`src/rtl/hilo_muldiv_unit_pkg.sv`:
```
// Shared constants and types for the HI/LO multiply/divide unit.
package hilo_muldiv_unit_pkg;

    localparam int MD_OP_WD  = 8;
    localparam int DIV_STEPS = 32;

    localparam int OP_MULT  = 0;
    localparam int OP_MULTU = 1;
    localparam int OP_DIV   = 2;
    localparam int OP_DIVU  = 3;
    localparam int OP_MFHI  = 4;
    localparam int OP_MFLO  = 5;
    localparam int OP_MTHI  = 6;
    localparam int OP_MTLO  = 7;

    typedef enum logic [1:0] {
        DIV_IDLE = 2'd0,
        DIV_RUN  = 2'd1,
        DIV_FIX  = 2'd2
    } div_state_e;

    function automatic logic [31:0] cond_neg(input logic [31:0] x, input logic neg);
        return neg ? (~x + 32'd1) : x;
    endfunction

endpackage

```
`src/rtl/hilo_muldiv_unit_div.sv`:
```
// Radix-2 restoring divider core: unsigned magnitudes in, quotient and remainder out.
module div_iter_core
    import hilo_muldiv_unit_pkg::*;
(
    input  logic        clk,
    input  logic        reset,
    input  logic        start,
    input  logic        cancel,
    input  logic [31:0] dividend,
    input  logic [31:0] divisor,
    output logic        done,
    output logic [31:0] quot,
    output logic [31:0] rem
);

    logic [32:0] prem_q, prem_d;
    logic [31:0] quot_q, quot_d;
    logic [31:0] dvsr_q, dvsr_d;
    logic [4:0]  cnt_q, cnt_d;
    logic        run_q, run_d;
    logic [32:0] shifted;
    logic [33:0] trial;
    logic        fits;

    always_comb begin
        shifted = {prem_q[31:0], quot_q[31]};
        trial   = {1'b0, shifted} - {2'b00, dvsr_q};
        // prem_q[32] can only be set if a previous step overflowed, which restoring never does
        fits    = ~trial[33] | prem_q[32];
        done    = run_q && (cnt_q == 5'(DIV_STEPS - 1));
        prem_d  = prem_q;
        quot_d  = quot_q;
        dvsr_d  = dvsr_q;
        cnt_d   = cnt_q;
        run_d   = run_q;
        if (cancel) begin
            run_d = 1'b0;
            cnt_d = 5'd0;
        end else if (start) begin
            prem_d = 33'd0;
            quot_d = dividend;
            dvsr_d = divisor;
            cnt_d  = 5'd0;
            run_d  = 1'b1;
        end else if (run_q) begin
            prem_d = fits ? trial[32:0] : shifted;
            quot_d = {quot_q[30:0], fits};
            cnt_d  = cnt_q + 5'd1;
            if (done) run_d = 1'b0;
        end
    end

    always_ff @(posedge clk or posedge reset) begin
        if (reset) begin
            prem_q <= 33'd0;
            quot_q <= 32'd0;
            dvsr_q <= 32'd0;
            cnt_q  <= 5'd0;
            run_q  <= 1'b0;
        end else begin
            prem_q <= prem_d;
            quot_q <= quot_d;
            dvsr_q <= dvsr_d;
            cnt_q  <= cnt_d;
            run_q  <= run_d;
        end
    end

    assign quot = quot_q;
    assign rem  = prem_q[31:0];

endmodule

```
`src/rtl/hilo_muldiv_unit.sv`:
```
// HI/LO multiply/divide unit: single-cycle multiply, iterative divide, HI/LO registers.
module hilo_muldiv_unit
    import hilo_muldiv_unit_pkg::*;
(
    input  logic                clk,
    input  logic                reset,
    input  logic                md_valid,
    input  logic [MD_OP_WD-1:0] md_op,
    input  logic [31:0]         md_src1,
    input  logic [31:0]         md_src2,
    input  logic                md_cancel,
    output logic                md_ready_go,
    output logic [31:0]         md_rdata,
    output logic                md_busy
);

    div_state_e  state_q, state_d;
    logic [31:0] hi_q, hi_d;
    logic [31:0] lo_q, lo_d;
    logic        qneg_q, qneg_d;
    logic        rneg_q, rneg_d;
    logic        busy_q;

    logic        act;
    logic        div_op;
    logic        div_go;
    logic        s1, s2;
    logic        core_cancel;
    logic        core_done;
    logic [31:0] core_quot, core_rem;
    logic [32:0] mul_a, mul_b;
    logic [63:0] prod;
    logic        fix_ok;

    assign act    = md_valid & ~md_cancel;
    assign div_op = md_op[OP_DIV] | md_op[OP_DIVU];
    assign div_go = act & div_op & (state_q == DIV_IDLE);
    assign s1     = md_op[OP_DIV] & md_src1[31];
    assign s2     = md_op[OP_DIV] & md_src2[31];

    assign core_cancel = md_cancel & (state_q != DIV_IDLE);

    div_iter_core u_div (
        .clk      (clk),
        .reset    (reset),
        .start    (div_go),
        .cancel   (core_cancel),
        .dividend (cond_neg(md_src1, s1)),
        .divisor  (cond_neg(md_src2, s2)),
        .done     (core_done),
        .quot     (core_quot),
        .rem      (core_rem)
    );

    assign mul_a = {md_op[OP_MULT] & md_src1[31], md_src1};
    assign mul_b = {md_op[OP_MULT] & md_src2[31], md_src2};
    assign prod  = 64'($signed(mul_a)) * 64'($signed(mul_b));

    assign fix_ok = (state_q == DIV_FIX) & ~md_cancel;

    always_comb begin
        state_d = state_q;
        qneg_d  = qneg_q;
        rneg_d  = rneg_q;
        unique case (state_q)
            DIV_IDLE: begin
                if (div_go) begin
                    state_d = DIV_RUN;
                    // divide-by-zero keeps the all-ones quotient unsigned
                    qneg_d  = (s1 ^ s2) & (md_src2 != 32'd0);
                    rneg_d  = s1;
                end
            end
            DIV_RUN: begin
                if (md_cancel)      state_d = DIV_IDLE;
                else if (core_done) state_d = DIV_FIX;
            end
            DIV_FIX:  state_d = DIV_IDLE;
            default:  state_d = DIV_IDLE;
        endcase
    end

    always_comb begin
        hi_d = hi_q;
        lo_d = lo_q;
        if (fix_ok) begin
            lo_d = cond_neg(core_quot, qneg_q);
            hi_d = cond_neg(core_rem, rneg_q);
        end else if (act & (md_op[OP_MULT] | md_op[OP_MULTU])) begin
            hi_d = prod[63:32];
            lo_d = prod[31:0];
        end else if (act & md_op[OP_MTHI]) begin
            hi_d = md_src1;
        end else if (act & md_op[OP_MTLO]) begin
            lo_d = md_src1;
        end
    end

    always_ff @(posedge clk or posedge reset) begin
        if (reset) begin
            state_q <= DIV_IDLE;
            hi_q    <= 32'd0;
            lo_q    <= 32'd0;
            qneg_q  <= 1'b0;
            rneg_q  <= 1'b0;
            busy_q  <= 1'b0;
        end else begin
            state_q <= state_d;
            hi_q    <= hi_d;
            lo_q    <= lo_d;
            qneg_q  <= qneg_d;
            rneg_q  <= rneg_d;
            busy_q  <= (state_d != DIV_IDLE);
        end
    end

    always_comb begin
        md_rdata = 32'd0;
        if (md_op[OP_MFHI])      md_rdata = hi_q;
        else if (md_op[OP_MFLO]) md_rdata = lo_q;
    end

    assign md_ready_go = ~(md_valid & div_op) | (state_q == DIV_FIX) | md_cancel;
    assign md_busy     = busy_q;

endmodule
```
`config.mk`:
```
export PLATFORM = sky130hd
export DESIGN_NAME = hilo_muldiv_unit
export DESIGN_NICKNAME = d
export VERILOG_FILES = /design/src/rtl/hilo_muldiv_unit_pkg.sv /design/src/rtl/hilo_muldiv_unit_div.sv /design/src/rtl/hilo_muldiv_unit.sv
export SDC_FILE = /design/constraint.sdc
export NUM_CORES = 2
export LEC_CHECK = 0
export ABC_CLOCK_PERIOD_IN_PS = 7720
export CELL_PAD_IN_SITES_DETAIL_PLACEMENT = 0
export CELL_PAD_IN_SITES_GLOBAL_PLACEMENT = 1
export CORE_ASPECT_RATIO = 1.1
export CORE_MARGIN = 2
export CORE_UTILIZATION = 51
export DETAILED_ROUTE_END_ITERATION = 10
export MAX_ROUTING_LAYER = met4
export PLACE_DENSITY_LB_ADDON = 0.1
export SYNTH_ARGS = -nofsm -noshare
export SYNTH_HDL_FRONTEND = slang
export SYNTH_SLANG_ARGS = --single-unit
```
`constraint.sdc`:
```
create_clock -name clk -period 7.72 [get_ports clk]
set_clock_uncertainty 0.05 [all_clocks]
set_input_delay 1.544 -clock clk [delete_from_list [all_inputs] [get_ports clk]]
set_output_delay 1.544 -clock clk [all_outputs]
set_load 0.02 [all_outputs]
```
# Word level (Yosys, flattened, before mapping)
# Index checks and enable logic that the tools add are counted.
[word_totals]
in_bits = 76
reg_bits = 172
output_inout_bits = 34
[classes]
mul = 1
bitwise_logic = 28
reduce_logical = 13
mux = 29
addsub = 6
eq_ne = 4
[ops]
columns = ["cell", "n"]
rows = [
  ["2-to-1 mux 32 bit", 15],
  ["adder 32 x 1 -> 32 bit, second input constant", 4],
  ["inverter 32 bit", 4],
  ["2-to-1 mux 33 bit", 3],
  ["multiplier 33 x 33 -> 64 bit", 1],
  ["subtractor 33 x 32 -> 34 bit", 1],
  ["nonzero test 32 bit", 1],
  ["2-to-1 mux 5 bit", 3],
  ["bitwise AND 1 bit", 14],
  ["nonzero test 3 bit", 3],
  ["AND reduction 2 bit", 4],
  ["2-to-1 mux 2 bit", 3],
  ["nonzero test 2 bit", 3],
  ["adder 5 x 1 -> 5 bit, second input constant", 1],
  ["equality test 5 bit, second input constant", 1],
  ["bitwise OR 1 bit", 5],
  ["2-to-1 mux 1 bit", 4],
  ["inverter 1 bit", 4],
  ["case mux 2 bit (2 select lines)", 1],
  ["!= test 3 bit, second input constant", 1],
  ["equality test 2 x 1 -> 1 bit, second input constant", 1],
  ["equality test 2 bit, second input constant", 1],
  ["zero test 2 bit", 1],
  ["logical AND 1 bit", 1],
  ["XOR 1 bit", 1],
]

# Logic depth before layout (Yosys ltp)
[depth]
depth_word = 7
mapped_depth = 31
mapped_depth_nobuf = 28

# By module
# A second synthesis with hierarchy kept.
[unflattened]
cells_unflattened = 5940
hier_area_um2 = 51445.6
[modules_own_cells]
columns = ["mod", "area_each_um2", "n_inst", "seq_area_each_um2", "cells_per_inst"]
rows = [
  ["hilo_muldiv_unit", 44836.8, 1, 1726.7, 5210],
  ["div_iter_core", 6608.8, 1, 2577.5, 730],
]

# Least setup slack after synthesis
# Ideal clock, no wire load.
[synth_timing]
kind = "in2reg"
from = "input port md_src1[31]"
to = "register hi_q[30]"
setup_time_ns = 0.070
t_required_ns = 7.600
arrival_time_ns = 8.962
cell_stages = 26
path_buffers = 2
slack_ns = -1.361
cell_sequence = "clkbuf_8 -> and2_1 -> clkbuf_1 -> nand2_1 -> inv_1 -> fa_1 -> inv_1 -> fa_1 -> inv_1 -> fa_1 -> fa_1 -> inv_1 -> fa_1 -> inv_1 -> fa_1 -> inv_1 -> fa_1 -> fa_1 -> inv_1 -> ha_1 -> and3_1 -> nand3_1 -> o41ai_2 -> a21boi_0 -> or4_1 -> nand3_1"
[synth_via]
elab_chain_len = 4
[synth_lines]
columns = ["element", "line", "source"]
rows = [
  ["start, declared", "hilo_muldiv_unit.sv:9", "input logic [31:0] md_src1,"],
  ["bitwise AND 1 bit", "hilo_muldiv_unit.sv:55", "assign mul_a = {md_op[OP_MULT] & md_src1[31], md_src1};"],
  ["multiplier 33 x 33 -> 64 bit *", "hilo_muldiv_unit.sv:57", "assign prod = 64'($signed(mul_a)) * 64'($signed(mul_b));"],
  ["2-to-1 mux 32 bit *", "hilo_muldiv_unit.sv:89", "end else if (act & (md_op[OP_MULT] | md_op[OP_MULTU])) begin"],
  ["2-to-1 mux 32 bit *", "hilo_muldiv_unit.sv:86", "if (fix_ok) begin"],
  ["end signal, assigned", "hilo_muldiv_unit.sv:109", "hi_q <= hi_d;"],
  ["end, declared", "hilo_muldiv_unit.sv:18", "logic [31:0] hi_q, hi_d;"],
]
# Every way passes the cells marked *; elsewhere a longest branch is shown, timed or not.
# A chain may end at the register's enable or synchronous reset.

# Final worst setup path
[layout_timing]
from = "input port md_src2[0]"
to = "register hi_q[27]"
[layout_via]
elab_chain_len = 3
[layout_lines]
columns = ["element", "line", "source"]
rows = [
  ["start, declared", "hilo_muldiv_unit.sv:10", "input logic [31:0] md_src2,"],
  ["multiplier 33 x 33 -> 64 bit", "hilo_muldiv_unit.sv:57", ""],
  ["2-to-1 mux 32 bit", "hilo_muldiv_unit.sv:89", ""],
  ["2-to-1 mux 32 bit", "hilo_muldiv_unit.sv:86", ""],
]
# Every way passes these cells.

==> summary.txt <==
Outcome
  – Outcome: complete, but fails checks
  – Failing checks: setup timing

Place
  – Final GP Congestion: 0.971
  – Pre-CTS setup slack: -1.62 ns
  – # port buffers: 109
  – DP HPWL: 139 mm
  – Placed Cells incl. Taps: 7,384

Global route
  – Largest net degree at the start of global routing: 102
  – Initial antenna violation count: 11
  – Total gr overflow: 0
  – Gr usage total: 37.5%
  – First-pass GRT wire length: 273 mm
  – Number of global-route vias before repair: 44,000

Finish
  – Area Overhead vs Synth: 23.1%
  – Nets: 7,711
  – Share of layout cells above drive strength 1: 20.9%
  – Post-route insts no fill: 7,562

Synthesis
  – Syn Inst Count: 5,764
  – Yosys warning count: 0
  – Synth Register Bits: 172
  – Synth Net Count: 7,216
  – Register area share after synthesis: 8.58%
  – Post-Syn Area: 50,200 sq um
  – Async set-or-reset flop fraction in the synthesized netlist: 100%
  – Ys flop type: dfrtp_1
  – Syn Area/Cell: 8.70 sq um
  – Yosys cell types: 70
  – Post-synth EDFFs: 0

Clock tree
  – CTS buffer count: 17
  – H-tree depth: 4
  – # clock sinks: 172
  – Clk buf depth: 2
  – Clk_lat worst skew: 0.44 ns
  – CTS root buffer: clkbuf_16
  – Clock slew at reported path FFs: 0.07 ns
  – CTS tree: yes

Floorplan
  – I/O pin cnt: 110
  – Initial Util: 51.5%
  – Die footprint: 101,000 sq um
  – Die H: 333 um
  – Floorplan row count: 120
  – CORE AREA: 97,400 sq um
  – Die Wd: 303 um

Drt
  – Routed WL: 181 mm
  – Vias per Instance: 5.54
  – Via count: 41,900
  – DRT Pass-1 Iters: 8
  – Residual DRC: 0
  – DR iter-0 viols: 3,344
  – WL/cell: 23.9 um
  – Final ANT Viol Nets: 0

Critical path
  – Crit path kind: input port to flop
  – CP max FO: 8
  – CP max-delay cell: fa_2
  – CP endpoint kind: flop
  – CP Data Arrival Time: 8.64 ns
  – Critical Path Source Type: input port
  – Crit-path max cell delay: 0.62 ns
  – Worst EP required: 8.05 ns

STA
  – Worst-Margin Slew: 1.11 ns
  – Final hold vios: 0
  – RSZ-0062 raised after global routing: yes
  – Fmax: 120 MHz
  – Max-slew violation count: 0
  – Setup violators final: 44
  – Period utilization: 108%
  – Worst slew margin: 25.9%
  – Final Worst Setup Slack: -0.596 ns
  – Final Critical Period: 8.32 ns

Run
  – Total of max-cap violations: 0

Min path
  – Hold Crit Class: flop to flop
final timing paths:
path                                        startpoint                            to  slack [ns]  depth (start not counted)
hold reg to reg            u_div.dvsr_q[6]$_DFFE_PP0P_   u_div.dvsr_q[6]$_DFFE_PP0P_        0.43                          2
setup reg to reg           u_div.prem_q[0]$_DFFE_PP0P_  u_div.prem_q[14]$_DFFE_PP0P_        3.77                         11
setup / recovery                            md_src2[0]          hi_q[27]$_DFFE_PP0P_       -0.60                         29
hold / removal             u_div.dvsr_q[6]$_DFFE_PP0P_   u_div.dvsr_q[6]$_DFFE_PP0P_        0.43                          2
max in group asynchronous                        reset           hi_q[9]$_DFFE_PP0P_        4.87                          3
min in group asynchronous                        reset    u_div.cnt_q[0]$_DFFE_PP0P_        1.50                          2
final cells by class:
class	count	area, sq um
Multi-Input combinational cell	4071	42200
Inverter	1162	4390
Clock inverter	12	208
Tap cell	1281	1600
Fill cell	8303	35700
Timing Repair Buffer	835	8610
Sequential cell	172	4300
Antenna cell	9	22.5
Clock buffer	20	457
state kept, by name, summed over array words and instances (netlist names), 2 cells and up:
register      count
hi_q             32
lo_q             32
state_q           2
u_div.cnt_q       5
u_div.dvsr_q     32
u_div.prem_q     33
u_div.quot       32
worst max-delay path, delay by kind of cell:
kind,cells,cell delay (ns)
AOI/OAI and AO/OA,7,1.28
adders and majority gates,9,4.45
buffers and inverters,9,0.88
muxes,1,0.22
and+or+nand+nor,3,0.25
logic make-up after synthesis:
group	count (synthesis)	synth area share, %
compound gates	760	9.23
xor+xnor	210	3.67
fa+ha+maj	1376	51.2
buf+inv	1521	11.5
flops	172	8.58
mux	14	0.279
simple gates	1711	15.6
through the flow:
stage               setup TNS, ns  hold WS [ns]  area [sq um]  util (%)
global route               -26.01         0.459         61800      63.4
finish                     -16.79         0.431         61800      63.4
detailed placement         -69.94         0.421         57100      58.6
CTS                        -17.39         0.436         60300      61.9
global placement           -69.68         0.411         57100      58.6
floorplan                  -13.78         0.396         51700         -
layer usage:
| metal | vias to the layer above | share of wire (%) | GRT usage [%] |
|---|---|---|---|
| li1 | 18400 | - | - |
| met1 | 21600 | 39 | 49.1 |
| met2 | 1649 | 47 | 58.7 |
| met3 | 316 | 8.1 | 5.02 |
| met4 | 0 | 5.9 | 16.2 |
| met5 | - | 0 | - |
layout by cell type (no fill, tap or decap), types with 29 or more instances in the layout:
cell and instances:
inv_1 1067, fa_1 1048, nand2_1 964, buf_4 531
and2_1 297, ha_1 206, o21ai_0 204, dfrtp_1 172
a21oi_1 154, nor2_1 147, xnor2_1 127, buf_6 115
inv_2 87, buf_12 83, fa_2 78, xor2_1 66
and2_4 44, clkdlybuf4s50_1 44, ha_4 42, o21ai_1 40
a22o_1 40, a21o_1 38, a21oi_2 33, o211ai_1 31
o31ai_1 29
synth_stat cells (all sizes together), types with 13 or more instances:
cell	count	area [sq um]
a211oi	13	97.6
a21o	38	285
a21oi	196	981
a22o	40	350
a31oi	24	150
and2	341	2130
and3	27	169
buf	67	260
clkbuf	292	1150
dfrtp	172	4300
fa	1126	22500
ha	250	3130
inv	1162	4360
mux2i	14	140
nand2	1003	3760
nand2b	16	108
nand3	27	135
nand4	14	87.6
nor2	168	638
nor3	30	160
o211ai	31	233
o21ai	274	1370
o21bai	17	128
o22ai	18	113
o31ai	34	274
o41ai	15	139
or2	15	96.3
or3	19	119
or4	18	163
xnor2	140	1230
xor2	70	613
repair_timing:
item                                    CTS  global route
pin swaps                               275           258
gates cloned                             19             5
hold buffers                              0             0
resized for setup                       546           315
setup buffers                            83            52
endpoints found under the setup margin   52            50
Power is left out: the tool's default activity adds up to more than one toggle a clock period on the data nets, which glitch-free logic cannot reach.
